**src/rtl/hb_gate_driver_pkg.sv**
```systemverilog
// Shared state encodings and gate patterns for the H-bridge gate driver.
package hb_pkg;

    typedef enum logic [2:0] {
        ST_IDLE  = 3'd0,
        ST_DEAD  = 3'd1,
        ST_POS   = 3'd2,
        ST_NEG   = 3'd3,
        ST_FAULT = 3'd4
    } state_t;

    // Gate bit order is {Q4,Q3,Q2,Q1}
    localparam logic [3:0] GATE_POS = 4'b1001;
    localparam logic [3:0] GATE_NEG = 4'b0110;
    localparam logic [3:0] GATE_OFF = 4'b0000;

    function automatic logic [3:0] gate_of(input state_t s);
        case (s)
            ST_POS:  return GATE_POS;
            ST_NEG:  return GATE_NEG;
            default: return GATE_OFF;
        endcase
    endfunction

endpackage

```
**src/rtl/hb_gate_driver_if.sv**
```systemverilog
// Controller-to-driver signal bundle; master drives sigma/enable/programming, slave drives gates.
interface hb_gate_driver_if #(
    parameter int unsigned CNT_W = 10
);
    logic             i_sigma;
    logic             i_enable;
    logic             i_fault;
    logic [CNT_W-1:0] i_deadtime;
    logic [CNT_W-1:0] i_min_on;
    logic [3:0]       o_gate;
    logic             o_fault;
    logic [15:0]      o_debug;

    modport master (
        output i_sigma, i_enable, i_fault, i_deadtime, i_min_on,
        input  o_gate, o_fault, o_debug
    );

    modport slave (
        input  i_sigma, i_enable, i_fault, i_deadtime, i_min_on,
        output o_gate, o_fault, o_debug
    );
endinterface

```
**src/rtl/hb_gate_driver_counter.sv**
```systemverilog
// Loadable down-counter that saturates at zero; shared by dead-time and min-on intervals.
module hb_interval_counter #(
    parameter int unsigned CNT_W = 10
) (
    input  logic             i_clk,
    input  logic             i_rst,
    input  logic             i_load,
    input  logic [CNT_W-1:0] i_load_val,
    output logic [CNT_W-1:0] o_cnt,
    output logic             o_one,
    output logic             o_zero
);
    logic [CNT_W-1:0] r_cnt;

    always_ff @(posedge i_clk) begin
        if (i_rst) begin
            r_cnt <= '0;
        end else if (i_load) begin
            r_cnt <= i_load_val;
        end else if (r_cnt != '0) begin
            r_cnt <= r_cnt - CNT_W'(1);
        end
    end

    assign o_cnt  = r_cnt;
    assign o_one  = (r_cnt == CNT_W'(1));
    assign o_zero = (r_cnt == '0);
endmodule

```
**src/rtl/hb_gate_driver.sv**
```systemverilog
// Converts switching variable sigma into H-bridge gate commands with dead time,
// minimum on-time, enable gating and sticky fault shutdown.
module hb_gate_driver #(
    parameter int unsigned CNT_W = 10
) (
    input  logic              i_clock,
    input  logic              i_RESET,
    hb_gate_driver_if.slave   bus
);
    import hb_pkg::*;

    state_t           r_state;
    logic [3:0]       r_gate;
    logic             r_fault;
    logic             r_sigma_q;

    state_t           w_next;
    logic             w_load;
    logic [CNT_W-1:0] w_load_val;
    logic [CNT_W-1:0] w_dead_len;
    logic [CNT_W-1:0] w_cnt;
    logic             w_one;
    logic             w_zero;

    assign w_dead_len = (bus.i_deadtime == '0) ? CNT_W'(1) : bus.i_deadtime;

    hb_interval_counter #(.CNT_W(CNT_W)) u_cnt (
        .i_clk      (i_clock),
        .i_rst      (i_RESET),
        .i_load     (w_load),
        .i_load_val (w_load_val),
        .o_cnt      (w_cnt),
        .o_one      (w_one),
        .o_zero     (w_zero)
    );

    always_comb begin
        w_next     = r_state;
        w_load     = 1'b0;
        w_load_val = w_dead_len;
        if (bus.i_fault) begin
            w_next = ST_FAULT;
        end else if (r_state == ST_FAULT) begin
            w_next = ST_FAULT;
        end else if (!bus.i_enable) begin
            w_next = ST_IDLE;
        end else begin
            case (r_state)
                ST_IDLE: begin
                    w_next = ST_DEAD;
                    w_load = 1'b1;
                end
                ST_DEAD: begin
                    // Dead interval always runs to completion; direction picked on its last cycle
                    if (w_one) begin
                        w_next     = r_sigma_q ? ST_POS : ST_NEG;
                        w_load     = 1'b1;
                        w_load_val = bus.i_min_on;
                    end
                end
                ST_POS: begin
                    if (!r_sigma_q && w_zero) begin
                        w_next = ST_DEAD;
                        w_load = 1'b1;
                    end
                end
                ST_NEG: begin
                    if (r_sigma_q && w_zero) begin
                        w_next = ST_DEAD;
                        w_load = 1'b1;
                    end
                end
                default: w_next = ST_IDLE;
            endcase
        end
    end

    // Gate register follows the next state so o_gate always matches r_state
    always_ff @(posedge i_clock) begin
        if (i_RESET) begin
            r_state   <= ST_IDLE;
            r_gate    <= GATE_OFF;
            r_fault   <= 1'b0;
            r_sigma_q <= 1'b0;
        end else begin
            r_state   <= w_next;
            r_gate    <= gate_of(w_next);
            r_fault   <= r_fault | bus.i_fault;
            r_sigma_q <= bus.i_sigma;
        end
    end

    assign bus.o_gate  = r_gate;
    assign bus.o_fault = r_fault;
    assign bus.o_debug = {r_state, r_sigma_q, r_fault, 1'b0, 10'(w_cnt)};
endmodule

```
**src/flat_wrapper.sv**
```systemverilog
// flat-port wrapper written by rule: the top's interface ports become plain ports
module hb_gate_driver_flat import hb_pkg::*;
#(
    parameter int unsigned CNT_W = 10
)
  (i_clock, i_RESET, bus_i_sigma, bus_i_enable, bus_i_fault, bus_i_deadtime, bus_i_min_on, bus_o_gate, bus_o_fault, bus_o_debug);
  hb_gate_driver_if #(.CNT_W(CNT_W)) bus_i ();
  input  logic i_clock;
  input  logic i_RESET;
  input wire logic [$bits(bus_i.i_sigma)-1:0] bus_i_sigma;
  input wire logic [$bits(bus_i.i_enable)-1:0] bus_i_enable;
  input wire logic [$bits(bus_i.i_fault)-1:0] bus_i_fault;
  input wire logic [$bits(bus_i.i_deadtime)-1:0] bus_i_deadtime;
  input wire logic [$bits(bus_i.i_min_on)-1:0] bus_i_min_on;
  output wire logic [$bits(bus_i.o_gate)-1:0] bus_o_gate;
  output wire logic [$bits(bus_i.o_fault)-1:0] bus_o_fault;
  output wire logic [$bits(bus_i.o_debug)-1:0] bus_o_debug;
  assign bus_i.i_sigma = bus_i_sigma;
  assign bus_i.i_enable = bus_i_enable;
  assign bus_i.i_fault = bus_i_fault;
  assign bus_i.i_deadtime = bus_i_deadtime;
  assign bus_i.i_min_on = bus_i_min_on;
  assign bus_o_gate = bus_i.o_gate;
  assign bus_o_fault = bus_i.o_fault;
  assign bus_o_debug = bus_i.o_debug;
  hb_gate_driver #(.CNT_W(CNT_W)) u_core (.i_clock(i_clock), .i_RESET(i_RESET), .bus(bus_i));
endmodule
```
**config.mk**
```make
export PLATFORM = sky130hd
export DESIGN_NAME = hb_gate_driver_flat
export DESIGN_NICKNAME = d
export VERILOG_FILES = /design/src/rtl/hb_gate_driver_pkg.sv /design/src/rtl/hb_gate_driver_if.sv /design/src/rtl/hb_gate_driver_counter.sv /design/src/rtl/hb_gate_driver.sv /design/src/flat_wrapper.sv
export SDC_FILE = /design/constraint.sdc
export NUM_CORES = 1
export LEC_CHECK = 0
export BUFFER_PORTS_ARGS = -buffer_cell sky130_fd_sc_hd__buf_2
export CORE_UTILIZATION = 47
export DETAILED_ROUTE_END_ITERATION = 12
export PLACE_DENSITY_LB_ADDON = 0.2
export SETUP_SLACK_MARGIN = 0.4
export SLEW_MARGIN = 20
export SYNTH_ARGS = -nofsm -noshare
export SYNTH_HDL_FRONTEND = slang
export SYNTH_SLANG_ARGS = --single-unit
```
**constraint.sdc**
```tcl
create_clock -name i_clock -period 2.16 [get_ports i_clock]
set_input_delay 0.432 -clock i_clock [delete_from_list [all_inputs] [get_ports i_clock]]
set_output_delay 0.432 -clock i_clock [all_outputs]
set_load 0.05 [all_outputs]
```
## Word level (Yosys, flattened, before mapping)

Cells that the tools add are included.

- Register bits: 19
- Bits of input ports: 25
- Word-level logic and storage cells: 46
- Output and inout port bits: 21

- Muxes and demuxes: 24
- $add $sub $neg: 1
- Bitwise gates (word level): 1
- Equal/unequal tests: 7
- Reductions and logical operators: 8

Operator list:

| operator | count |
|---|---|
| 10-bit 2-to-1 mux | 8 |
| 10-bit zero test | 2 |
| 3-bit 2-to-1 mux | 6 |
| 3-bit by 2-bit == test with 1-bit output (second input constant) | 4 |
| 3-bit one-hot mux with 4 select lines | 1 |
| 10-bit by 1-bit == test with 1-bit output (second input constant) | 1 |
| 10-bit nonzero test | 1 |
| 10-bit by 1-bit subtractor with 10-bit output (second input constant) | 1 |
| 4-bit one-hot mux with 2 select lines | 1 |
| 1-bit 2-to-1 mux | 7 |
| 1-bit one-hot mux with 4 select lines | 1 |
| 3-bit by 1-bit == test with 1-bit output (second input constant) | 1 |
| 3-bit == test (second input constant) | 1 |
| 3-bit zero test | 1 |
| 1-bit logical AND | 2 |
| 2-bit nonzero test | 1 |
| 1-bit zero test | 1 |
| 1-bit bitwise OR | 1 |

## Longest topological paths before layout

- Word-level depth: 9
- Gate-level depth with buffers: 8
- Gate-level depth less buffers: 7

## Modules after synthesis

Synthesis repeated with hierarchy kept, for this count alone.

- Cells, all modules: 130
- Area, all modules: 1117.3 um2

Modules (own cells, without submodules):

| module | seq. area each (um2) | times used | cells an instance | area an instance (um2) |
|---|---|---|---|---|
| hb_interval_counter | 200.2 | 1 | 74 | 620.6 |
| hb_gate_driver | 140.1 | 1 | 56 | 496.7 |

## Worst setup path before layout

Ideal clock, no wire load.

- Kind: reg2reg
- Start point: register u_core.u_cnt.r_cnt[2], in the netlist u_core.u_cnt.o_cnt[2]
- End point: register u_core.u_cnt.r_cnt[0], in the netlist u_core.u_cnt.o_cnt[0]
- Cell stages (with the launch flop): 9
- Data arrival time: 1.978 ns
- Path buffers: 3
- Library setup time: 0.067 ns
- Path slack: 0.115 ns
- Cells stage by stage: dfxtp_1 nor4_1 buf_4 a21oi_2 a2111oi_2 buf_4 buf_6 o211ai_2 a21oi_2

- Longest elaborated chain between the ends: 8

RTL lines:

| item | line | RTL |
|---|---|---|
| start, declared | hb_gate_driver_counter.sv:13 | `logic [CNT_W-1:0] r_cnt;` |
| start signal, assigned | hb_gate_driver_counter.sv:19 | `r_cnt <= i_load_val;` |
| start signal, assigned | hb_gate_driver_counter.sv:21 | `r_cnt <= r_cnt - CNT_W'(1);` |
| 10-bit zero test | hb_gate_driver_counter.sv:27 | `assign o_zero = (r_cnt == '0);` |
| 1-bit logical AND (on tied branches) | hb_gate_driver.sv:68, hb_gate_driver.sv:62 |  |
| 1-bit 2-to-1 mux (on tied branches) | hb_gate_driver.sv:68, hb_gate_driver.sv:62 |  |
| 1-bit one-hot mux with 4 select lines | hb_gate_driver.sv:48 | `case (r_state)` |
| 1-bit 2-to-1 mux | hb_gate_driver.sv:45 | `end else if (!bus.i_enable) begin` |
| 1-bit 2-to-1 mux | hb_gate_driver.sv:43 | `end else if (r_state == ST_FAULT) begin` |
| 1-bit 2-to-1 mux | hb_gate_driver.sv:41 | `if (bus.i_fault) begin` |
| 10-bit 2-to-1 mux / 2-bit nonzero test (equally long branches) | -- |  |

Parallel ways exist; a longest one is shown, timed or not.
A chain may end at the register's enable or synchronous reset.

## Final worst setup path

- Start point: register u_core.u_cnt.r_cnt[2], in the netlist u_core.u_cnt.o_cnt[2]
- End point: register u_core.u_cnt.r_cnt[3], in the netlist u_core.u_cnt.o_cnt[3]

The elaborated chain is that of the path after synthesis.

==> flow_summary.yaml <==
run_status:
  status: "finished, final reports clean"
synthesis:
  ys.flop_type: "dfxtp_1"
  synth_edf_count: 0
  avgSynthCellArea_um2: 8.942
  postSynthCellCount: 123
  synth_top_area_cell: "dfxtp_1"
  synth_common_cells: "17 x dfxtp_1, 13 x a211oi_1, 10 x nor2_1"
  synth-seq-cells: 17
  yosysTopAreaCellShare_pct: 30.94
  synth_cell_types: 40
  ys_warn_count: 0
  synth_area_um2: 1100
  synth_most_common_cell: "dfxtp_1"
  yosysSeqAreaShare_pct: 30.94
  synth_fp_nets: 151
  synthTopCellsByArea: "dfxtp_1 31%, a211oi_1 8.9%, mux2i_1 8.2%, buf_4 4.8%, ha_1 3.4%"
  ys_async_sr_fraction_pct: 0
min_path:
  whs_endpoint: "u_core.r_sigma_q$_SDFF_PP0_"
  worstHoldStart: "bus_i_sigma"
  min_path_cells: 2
  min_path_type: "in -> reg"
grt:
  met2_usage_pct: 43.56
  gr-usage-met1_pct: 30.97
  grt_pass1_vias: 1029
  antenna_found_initial: 0
  grt_max_degree: 16
  grt_pass1_wl_um: 4754
  busiest_layer: "met2"
  grt_overflow: 0
  grt_usage_pct: 25.35
  grt_use_met3_pct: 4.242
die:
  core_um2: 2212
  fp.dieArea_um2: 2538
  start_util_pct: 49.72
  die_h_um: 50.38
  die_w_um: 50.38
  pin_count: 46
  rows: 17
clocking:
  cts_tree: "yes"
  root_buffer: "clkbuf_4"
  cts_made_buffers: 3
  path_clk_slew_ns: 0.10
  htreeDepth: 1
  cts.sink_count: 17
  clkLatencyLatePin_ns: 0.30
  clockBufferDepth: 2
  cts_hold_buffers: 0
finish:
  drive_above_1_share_pct: 50.00
  syn2layout_area_growth_pct: 36.06
  num_antenna_cells: 0
  final_nets: 201
  finalNonFillerCells: 200
routing:
  wire_per_inst_um: 14.94
  antenna_left: 0
  routed_wl_um: 2988
  drtIter0Drc: 15
  detail_route.drc_violations: 0
  vias: 1126
  dr.pass1.iters: 4
  avgViaCountPerCell: 5.630
setup_path:
  worstRegToRegCells: 6
  critical_path.top_delay_family: "compound AO/OA/AOI/OAI gates"
  worst_setup_path_start_kind: "flip-flop"
  rrSetupSlack_ns: 0.36
  cp-end-kind: "flip-flop"
  crit-reg2reg-launch: "u_core.u_cnt.o_cnt[2]$_SDFFE_PP0P_"
  crit_buf_inv: 1
  crit_fanout: 6
  cpPeakStageDelay_ns: 0.40
  cp.arrival_ns: 2.01
  reg2reg_to: "u_core.u_cnt.o_cnt[3]$_SDFFE_PP0P_"
  worstPathRequired_ns: 2.37
  crit_chain: "nor4_4 -> a21oi_2 -> a2111oi_4 -> buf_4 -> nor2_1 -> a211oi_1"
  cpMaxStageDelayCell: "a2111oi_4"
  critical_path_class: "reg -> reg"
pwr:
  power_density_nw_per_um2: 1339
  p_leak_uw: 0.0007008
  peakVddDrop_mv: 1.074
sta:
  skew_ns: 0.001544
  drv_slew: 0
  fin_crit_sh_pct: 83.46
  final.min_clock_period_ns: 1.803
  rsz0062_at_grt: "true"
  fin_setup_tns_ns: 0
  max_freq_mhz: 554.7
  finalHoldViolations: 0
  setup_viol: 0
placed_design:
  hpwlAfterDp_um: 2062
  gp_congestion: 0.8502
  dp_cells: 189
  portBuffers: 44
run:
  maxCapViolations: 0
-- placed cells by master, fill, tap and decap left out, types with 5 or more instances in the layout --
cell and n:
buf_2 44, a211oi_1 13, nor2_1 10, buf_4 10, mux2i_1 8, a21oi_1 6, dfxtp_2 6, dfxtp_4 6
dfxtp_1 5
-- layer usage --
metal | share of wire (%) | vias to the layer above
li1 | - | 550
met1 | 46 | 535
met2 | 48 | 34
met3 | 4.4 | 7
met4 | 2.0 | 0
met5 | 0 | -
-- state kept, by name (all words and copies together), names as in the netlist --
name	flops
u_core.bus.o_fault	1
u_core.bus.o_gate	2
u_core.r_sigma_q	1
u_core.r_state	3
u_core.u_cnt.o_cnt	10
-- timing repair --
item | CTS | global route
pin swaps | 10 | 4
gates cloned | 2 | 0
hold endpoints to repair | 0 | 0
endpoints found under the setup margin | 12 | 12
setup buffers | 3 | 2
resized for setup | 11 | 3
-- kinds of logic after synthesis --
| logic type | share of synthesized area (%) |
|---|---|
| flip-flops | 30.94 |
| AND/OR/NAND/NOR | 21.62 |
| AO/OA/AOI/OAI | 21.84 |
| adder cells (fa/ha/maj) | 3.413 |
| multiplexers | 9.215 |
| other | 0.3410 |
| buffers and inverters | 7.850 |
| XOR/XNOR | 4.779 |
-- where the power goes --
part	switching [µW]	total [µW]	internal, µW	leakage [µW]
combinational	768	1240	472	0.000537
clock	108	177	69.0	0.0000177
sequential	153	586	433	0.000146
total	1030	2000	974	0.000701
-- cell type report --
cell class                 count  area [µm²]
multi-input combinational     92       742.0
clock inverter                 1       5.005
fill                         191       715.7
timing repair buffer          55       306.5
clock buffer                   3       22.52
inverter                       4       15.01
tap                           28       35.03
sequential                    17       370.4
-- per-stage QoR --
stage / hold slack [ns] / cell area (µm²) / worst slack [ns] / power, µW / utilization [%]
2_1_floorplan: 0.4950 / 1142 / 0.3775 / 1447 / -
3_3_place_gp: 0.4585 / 1356 / 0.3488 / 1663 / 61.31
3_5_place_dp: 0.4649 / 1356 / 0.2989 / 1692 / 61.31
4_1_cts: 0.3333 / 1466 / 0.3903 / 1952 / 66.29
5_1_grt: 0.3843 / 1496 / 0.2694 / 2134 / 67.65
6_report: 0.3401 / 1496 / 0.3573 / 2003 / 67.65
-- worst max path at each step --
stage                                       start                                 end  depth (start not counted)
2_1_floorplan  u_core.u_cnt.o_cnt[7]$_SDFFE_PP0P_  u_core.u_cnt.o_cnt[9]$_SDFFE_PP0P_                          5
3_3_place_gp   u_core.u_cnt.o_cnt[1]$_SDFFE_PP0P_  u_core.u_cnt.o_cnt[6]$_SDFFE_PP0P_                          7
3_5_place_dp   u_core.u_cnt.o_cnt[2]$_SDFFE_PP0P_  u_core.u_cnt.o_cnt[3]$_SDFFE_PP0P_                          5
4_1_cts        u_core.u_cnt.o_cnt[5]$_SDFFE_PP0P_  u_core.u_cnt.o_cnt[0]$_SDFFE_PP0P_                          6
5_1_grt        u_core.u_cnt.o_cnt[5]$_SDFFE_PP0P_  u_core.u_cnt.o_cnt[1]$_SDFFE_PP0P_                          6
6_report       u_core.u_cnt.o_cnt[2]$_SDFFE_PP0P_  u_core.u_cnt.o_cnt[3]$_SDFFE_PP0P_                          6
-- worst reg2reg max path, delay by kind of cell, from the launching register on --
family	cells	cell delay, ns
and+or+nand+nor	2	0.40
buffers and inverters	1	0.23
AOI/OAI and AO/OA	3	0.69
DFF	1	0.39
No activity file was read; power rests on OpenSTA's default activity.
